**src/rtl/train_sequencer_pkg.sv**
```systemverilog
// train_sequencer_pkg: shared defaults and FSM state encoding for the training sequencer
package train_sequencer_pkg;
    localparam int NUM_SAMPLES_DEF = 332;
    localparam int MAX_ITER_DEF = 10000;
    localparam int ADDR_W_DEF = 16;
    localparam int CNT_W_DEF = 16;
    typedef enum logic [1:0] {
        IDLE  = 2'd0,
        ISSUE = 2'd1,
        WAIT  = 2'd2,
        DONE  = 2'd3
    } state_t;
endpackage

```
**src/rtl/train_sequencer_mod_counter.sv**
```systemverilog
// mod_counter: modulo-LIMIT counter with clear, increment and a wrap flag at LIMIT-1
module mod_counter
    import train_sequencer_pkg::*;
#(
    parameter int WIDTH = ADDR_W_DEF,
    parameter int LIMIT = NUM_SAMPLES_DEF
) (
    input  logic             clk,
    input  logic             rst_n,
    input  logic             clr,
    input  logic             inc,
    output logic [WIDTH-1:0] count,
    output logic             wrap
);
    logic [WIDTH-1:0] count_d, count_q;
    assign wrap = count_q == WIDTH'(LIMIT - 1);
    assign count = count_q;
    // clear wins over increment; increment past LIMIT-1 returns to zero
    always_comb begin
        count_d = count_q;
        if (clr) count_d = '0;
        else if (inc) count_d = wrap ? '0 : count_q + WIDTH'(1);
    end
    // count register
    always_ff @(posedge clk or negedge rst_n) begin
        if (!rst_n) count_q <= '0;
        else count_q <= count_d;
    end
endmodule

```
**src/rtl/train_sequencer.sv**
```systemverilog
// train_sequencer: issues sample indices to the datapath and counts iterations/epochs
module train_sequencer
    import train_sequencer_pkg::*;
#(
    parameter int NUM_SAMPLES = NUM_SAMPLES_DEF,
    parameter int MAX_ITER = MAX_ITER_DEF,
    parameter int ADDR_W = ADDR_W_DEF,
    parameter int CNT_W = CNT_W_DEF
) (
    input  logic              clk,
    input  logic              rst_n,
    input  logic              start,
    input  logic              abort,
    output logic [ADDR_W-1:0] sample_addr,
    output logic              sample_valid,
    input  logic              sample_ready,
    input  logic              update_done,
    output logic [CNT_W-1:0]  iter_count,
    output logic [CNT_W-1:0]  epoch_count,
    output logic              busy,
    output logic              training_done
);
    state_t state_d, state_q;
    logic [CNT_W-1:0] iter_d, iter_q, epoch_d, epoch_q, iter_inc, epoch_inc;
    logic valid_d, valid_q, busy_d, busy_q, done_d, done_q;
    logic go, upd, addr_clr, addr_inc, addr_wrap;
    assign go = start && !abort && (state_q == IDLE || state_q == DONE);
    assign upd = update_done && !abort && state_q == WAIT;
    assign iter_inc = &iter_q ? iter_q : iter_q + CNT_W'(1);
    assign epoch_inc = &epoch_q ? epoch_q : epoch_q + CNT_W'(1);
    mod_counter #(.WIDTH(ADDR_W), .LIMIT(NUM_SAMPLES)) u_addr (
        .clk  (clk),
        .rst_n(rst_n),
        .clr  (addr_clr),
        .inc  (addr_inc),
        .count(sample_addr),
        .wrap (addr_wrap)
    );
    // next state and counter updates; abort overrides everything but leaves counters alone
    always_comb begin
        state_d = state_q;
        iter_d = iter_q;
        epoch_d = epoch_q;
        addr_clr = 1'b0;
        addr_inc = 1'b0;
        if (abort) state_d = IDLE;
        else if (go) begin
            state_d = ISSUE;
            iter_d = '0;
            epoch_d = '0;
            addr_clr = 1'b1;
        end else if (state_q == ISSUE && sample_ready) state_d = WAIT;
        else if (upd) begin
            iter_d = iter_inc;
            epoch_d = addr_wrap ? epoch_inc : epoch_q;
            addr_inc = 1'b1;
            state_d = (iter_inc == CNT_W'(MAX_ITER)) ? DONE : ISSUE;
        end
        valid_d = state_d == ISSUE;
        busy_d = state_d == ISSUE || state_d == WAIT;
        done_d = state_d == DONE;
    end
    // state, counters and registered status outputs
    always_ff @(posedge clk or negedge rst_n) begin
        if (!rst_n) begin
            state_q <= IDLE;
            iter_q <= '0;
            epoch_q <= '0;
            valid_q <= 1'b0;
            busy_q <= 1'b0;
            done_q <= 1'b0;
        end else begin
            state_q <= state_d;
            iter_q <= iter_d;
            epoch_q <= epoch_d;
            valid_q <= valid_d;
            busy_q <= busy_d;
            done_q <= done_d;
        end
    end
    assign sample_valid = valid_q;
    assign busy = busy_q;
    assign training_done = done_q;
    assign iter_count = iter_q;
    assign epoch_count = epoch_q;
endmodule

```
**config.mk**
```make
export PLATFORM = sky130hd
export DESIGN_NAME = train_sequencer
export DESIGN_NICKNAME = d
export VERILOG_FILES = /design/src/rtl/train_sequencer_pkg.sv /design/src/rtl/train_sequencer_mod_counter.sv /design/src/rtl/train_sequencer.sv
export SDC_FILE = /design/constraint.sdc
export NUM_CORES = 1
export LEC_CHECK = 0
export CORE_MARGIN = 3
export CORE_UTILIZATION = 29
export DETAILED_ROUTE_END_ITERATION = 16
export GPL_ROUTABILITY_DRIVEN = 0
export GPL_TIMING_DRIVEN = 1
export PLACE_DENSITY = 0.49
export SETUP_SLACK_MARGIN = 0.4
export SYNTH_ARGS = -nofsm -noshare
export SYNTH_HDL_FRONTEND = slang
export SYNTH_SLANG_ARGS = --single-unit
```
**constraint.sdc**
```tcl
create_clock -name clk -period 3 [get_ports clk]
set_clock_uncertainty 0.2 [all_clocks]
set_input_delay 0.45 -clock clk [delete_from_list [all_inputs] [get_ports clk]]
set_output_delay 0.45 -clock clk [all_outputs]
set_load 0.05 [all_outputs]
```
After elaboration in Yosys (flattened, before gate mapping) --
Cells that the tools add are included.
Operators by class: equality and inequality tests 10, reduce and logical (&&, ||, !) cells 16, muxes and demuxes 23, add/subtract/negate cells 3, bitwise operators 1
Operator list (count):
- $mux W16 | 12
- $add A16 B1 Y16 const B | 3
- $reduce_and A16 Y1 | 2
- $eq A16 B14 Y1 const B | 1
- $eq A16 B9 Y1 const B | 1
- $mux W2 | 5
- $eq A2 B2 Y1 const B | 4
- $mux W1 | 6
- $reduce_bool A2 Y1 | 3
- $logic_and A1 B1 Y1 | 5
- $reduce_and A5 Y1 | 1
- $eq A2 B1 Y1 const B | 2
- $ne A2 B2 Y1 const B | 2
- $reduce_and A3 Y1 | 1
- $logic_not A2 Y1 | 1
- $logic_or A1 B1 Y1 | 2
- $logic_not A1 Y1 | 1
- $not A1 Y1 | 1
Word-level totals: output and inout port bits 51, bits of input ports 6, register bits after elaboration 53, logic and storage cells 60

Logic depth before layout (Yosys ltp) --
depth in word-level cells 10, mapped depth 10, mapped depth without buffers 9

Modules after synthesis --
A second synthesis with hierarchy kept.
Unflattened totals: cell total of the unflattened synthesis 334, area total of the unflattened synthesis 3186.8 um^2
Modules (own cells, without submodules):
- train_sequencer | area an instance 2257.2 um^2, seq. area each 925.9 um^2, cells each 242, times used 1
- mod_counter | area an instance 929.6 um^2, seq. area each 400.4 um^2, cells each 92, times used 1

Worst setup path before layout --
No wires, ideal clock.
path type register to register, start point register iter_q[0] (netlist: iter_count[0]), end point register busy_q (netlist: busy), path slack 265 ps, path buffers 1, data arrival time 2422 ps, stages on the path, launching flop included 11, data required time 2687 ps, cells stage by stage dfrtp_1 ha_1 and2_1 clkbuf_1 o21ai_0 a21boi_0 o32ai_1 nand3b_1 o31a_1 ha_1 inv_1
Between the ends: longest elaborated chain between the ends 10
RTL lines:
- from (decl) | line train_sequencer.sv:24 | logic [CNT_W-1:0] iter_d, iter_q, epoch_d, epoch_q, iter_inc, epoch_inc;
- from (signal assigned) | line train_sequencer.sv:74 | iter_q <= iter_d;
- $add A16 B1 Y16 / $reduce_and A16 Y1 (equally long branches) | line train_sequencer.sv:29 | assign iter_inc = &iter_q ? iter_q : iter_q + CNT_W'(1);
- $mux W16 * | line train_sequencer.sv:29
- $eq A16 B14 Y1 * | line train_sequencer.sv:57 | state_d = (iter_inc == CNT_W'(MAX_ITER)) ? DONE : ISSUE;
- $mux W2 * | line train_sequencer.sv:57
- $mux W2 * | line train_sequencer.sv:53 | else if (upd) begin
- $mux W2 * | line train_sequencer.sv:52 | end else if (state_q == ISSUE && sample_ready) state_d = WAIT;
- $mux W2 * | line train_sequencer.sv:47 | else if (go) begin
- $mux W2 * | line train_sequencer.sv:46 | if (abort) state_d = IDLE;
- $eq A2 B1 Y1 / $eq A2 B2 Y1 (equally long branches) | line train_sequencer.sv:60 | busy_d = state_d == ISSUE || state_d == WAIT;
- $logic_or A1 B1 Y1 * | line train_sequencer.sv:60
- named net busy_d | line train_sequencer.sv:25 | logic valid_d, valid_q, busy_d, busy_q, done_d, done_q;
- to (signal assigned) | line train_sequencer.sv:77 | busy_q <= busy_d;
- to (decl) | line train_sequencer.sv:25
Mark *: on every way through the listed nets, which the timed path passes. The rest lies on a longest branch. A chain may end at the register's enable or synchronous reset.

Worst setup path after layout --
Ends and elaborated chain as after synthesis.

==> metrics.md <==
| Metric | Value |
|---|---|
| Predominant post-synthesis flop cell | dfrtp_1 |
| Detailed Route WL | 8.32 mm |
| Later-pin clock latency in the skew report | 0.31 ns |
| Syn. warnings | 0 |
| Final setup margin | 0.488 ns |
| Setup CP Type | register to register |
| Crit-path max FO | 7 |
| Area post-placement | 3810 um2 |
| Number of CTS-inserted buffers | 5 |
| Antenna violations before repair | 0 |
| Syn Area/Cell | 8.91 um2 |
| Sequential fraction of the synthesis area | 0.439 |
| Worst-path clk slew | 0.11 ns |
| Post-synthesis instance total | 339 |
| Syn nets | 352 |
| Remaining global-route overflow | 0 |
| Number of flops mapped to enable cells by yosys | 0 |
| Full die area | 11700 um2 |
| Wire per inst | 15.5 um |
| Startpoint Class | register |
| Post-Syn Area | 3020 um2 |
| Number of remaining DRC errors | 0 |
| IO Port Bufs | 56 |
| Antenna fix cells | 0 |
| GR Layer Usage met1 | 0.211 |
| First-pass GRT wire length | 13.6 mm |
| Leak | 1.56 nW |
| Row count | 36 |
| FMAX | 398 MHz |
| Ranking of synthesized cells by area | dfrtp_1 (44%), xor2_1 (6.1%), nor2_1 (5.3%), nand2_1 (5.2%), o21ai_0 (4.0%) |
| # IOs | 57 |
| Setup TNS | 0 ns |
| Final #Nets | 416 |
| Fin. Hold Viols | 0 |
| Pin count of the biggest net entering global routing | 27 |
| Peak supply drop | 0.373 mV |
| H-tree Lvls | 2 |
| Multi-input gate area | 1650 um2 |
| Layout cells sized above 1 | 0.119 |
| Filler cells | 1002 |
| Tmin final | 2.51 ns |
| Tot GR Track Use | 0.145 |
| Iteration-0 DRC Markers | 91 |
| Drt pass-1 iters | 5 |
| Total power | 1.50 mW |
| Status | complete, no violations |
| PwrDens | 381 nW/um2 |
| Post-place setup slack | 0.328 ns |
| DR vias/cell | 5.11 |
| Final Cycle Share | 0.837 |
| Slew HR | 0.624 |
| #FFs+latches synth | 53 |
| Worst slew pin tran | 0.564 ns |
| Initial core utilization | 0.304 |
| Num Clock Sinks | 53 |
| Synth unique cells | 46 |
| Area growth, synth to finish | 30.6% |
| DRT antenna net count | 0 |
| Count leader, synth | dfrtp_1 |
| Area share of the leading cell type in the synthesized netlist | 0.439 |
| Met3 Resource Use GR | 0.0233 |
| Setup crit end kind | register |
| Met2 usage | 0.225 |
| Worst Path Required | 3.01 ns |
| Die Y | 108 um |
| Core area | 9950 um2 |
| Synth cell count leaders | dfrtp_1 (53), nor2_1 (43), nand2_1 (42) |
| Layer with the highest usage | met2 |
| # setup viols final | 0 |
| Die width | 108 um |
| WP data arrival | 2.52 ns |
| Vias in the first global route | 2611 |
| Fin area | 3950 um2 |
| Clk buf depth | 2 |
| Hold crit path type | register to register |
| Via count | 2742 |
| Slew Viols, Final | 0 |
| Unrepaired setup endpoints after global routing | yes |
| Clock root cell | clkbuf_8 |
| Area leader, netlist | dfrtp_1 |
| Area occupied by registers | 1340 um2 |
| TritonCTS clock tree | yes |
| FFs w/ async S/R, synth | 1.00 |
| Max-cap check violation count | 0 |
| Post-DP HPWL | 6.03 mm |
| R2r setup slk | 0.49 ns |
-- per-layer routing --
| metal | part of all wire | vias up |
|---|---|---|
| li1 | - | 1348 |
| met1 | 0.50 | 1339 |
| met2 | 0.45 | 49 |
| met3 | 0.036 | 6 |
| met4 | 0.0089 | 0 |
| met5 | 0 | - |
-- worst max-delay path, cell delays in order, from the launching register on --
cell and delay [ns]:
dfrtp_2 0.45, ha_1 0.22, and4_1 0.26, nand4_1 0.24, o22ai_1 0.27, nand3b_1 0.14, o31a_1 0.32, ha_1 0.27
inv_1 0.03
-- layout make-up --
class	instances	share of cell area
inverters	7	0.00666
flip-flops and latches	53	0.340
clock buffers	5	0.0174
repair buffers	71	0.171
clock inverters	3	0.00539
well taps	133	0.0422
multi-input cells	265	0.417
-- cells by family after synthesis --
group,count (synthesis),synth area share
and+or+nand+nor,165,0.285
DFF,53,0.439
adders and majority gates,7,0.0290
AOI/OAI and AO/OA,66,0.141
buffers and inverters,21,0.0273
muxes,2,0.00663
xor gates and xnor gates,25,0.0725
-- flip-flops by register name, indices dropped and copies added, names as in the netlist --
| register | cells |
|---|---|
| busy | 1 |
| training_done | 1 |
| iter_count | 16 |
| u_addr.count | 16 |
| sample_valid | 1 |
| state_q | 2 |
| epoch_count | 16 |
-- layout by cell type (no fill, tap or decap), types with 6 or more instances in the layout --
master	netlist	routed
clkdlybuf4s50_1	0	55
nor2_1	43	42
nand2_1	42	41
dfrtp_1	53	41
o21ai_0	24	24
xor2_1	21	21
nand4_1	16	16
nand3_1	17	16
a21oi_1	15	15
buf_4	0	13
dfrtp_2	0	12
and3_1	9	9
inv_1	7	7
and4_1	8	7
ha_1	7	6
-- per-stage QoR --
step | util | cells | hold slack, ns
floorplan | - | 339 | -0.0456
global placement | 0.382 | 528 | 0.251
detailed placement | 0.382 | 528 | 0.258
CTS | 0.393 | 537 | 0.374
global route | 0.396 | 537 | 0.393
finish | 0.396 | 537 | 0.365
-- worst paths after layout --
check	start	endpoint	depth (start not counted)
setup reg to reg	iter_count[0]$_DFFE_PN0P_	busy$_DFF_PN0_	8
hold reg to reg	iter_count[9]$_DFFE_PN0P_	iter_count[9]$_DFFE_PN0P_	1
max in group asynchronous	rst_n	iter_count[10]$_DFFE_PN0P_	3
min in group asynchronous	rst_n	epoch_count[3]$_DFFE_PN0P_	2
hold / removal	iter_count[9]$_DFFE_PN0P_	iter_count[9]$_DFFE_PN0P_	1
setup / recovery	iter_count[0]$_DFFE_PN0P_	busy$_DFF_PN0_	8
-- repair_timing --
| action | 4_1_cts | 5_1_grt |
|---|---|---|
| setup endpoints to repair | 2 | 15 |
| setup buffers | 0 | 0 |
| gates cloned | 0 | 0 |
| hold buffers | 1 | 0 |
| pin swaps | 0 | 0 |
| resized for setup | 1 | 9 |
| endpoints found under the hold margin | 20 | 0 |
-- report_power, final --
| part | total [mW] | switching [mW] | internal [mW] |
|---|---|---|---|
| Combinational | 0.305 | 0.206 | 0.0995 |
| Clock | 0.422 | 0.255 | 0.167 |
| Sequential | 0.776 | 0.0316 | 0.745 |
| Total | 1.50 | 0.492 | 1.01 |
No activity file was read; power rests on OpenSTA's default activity.
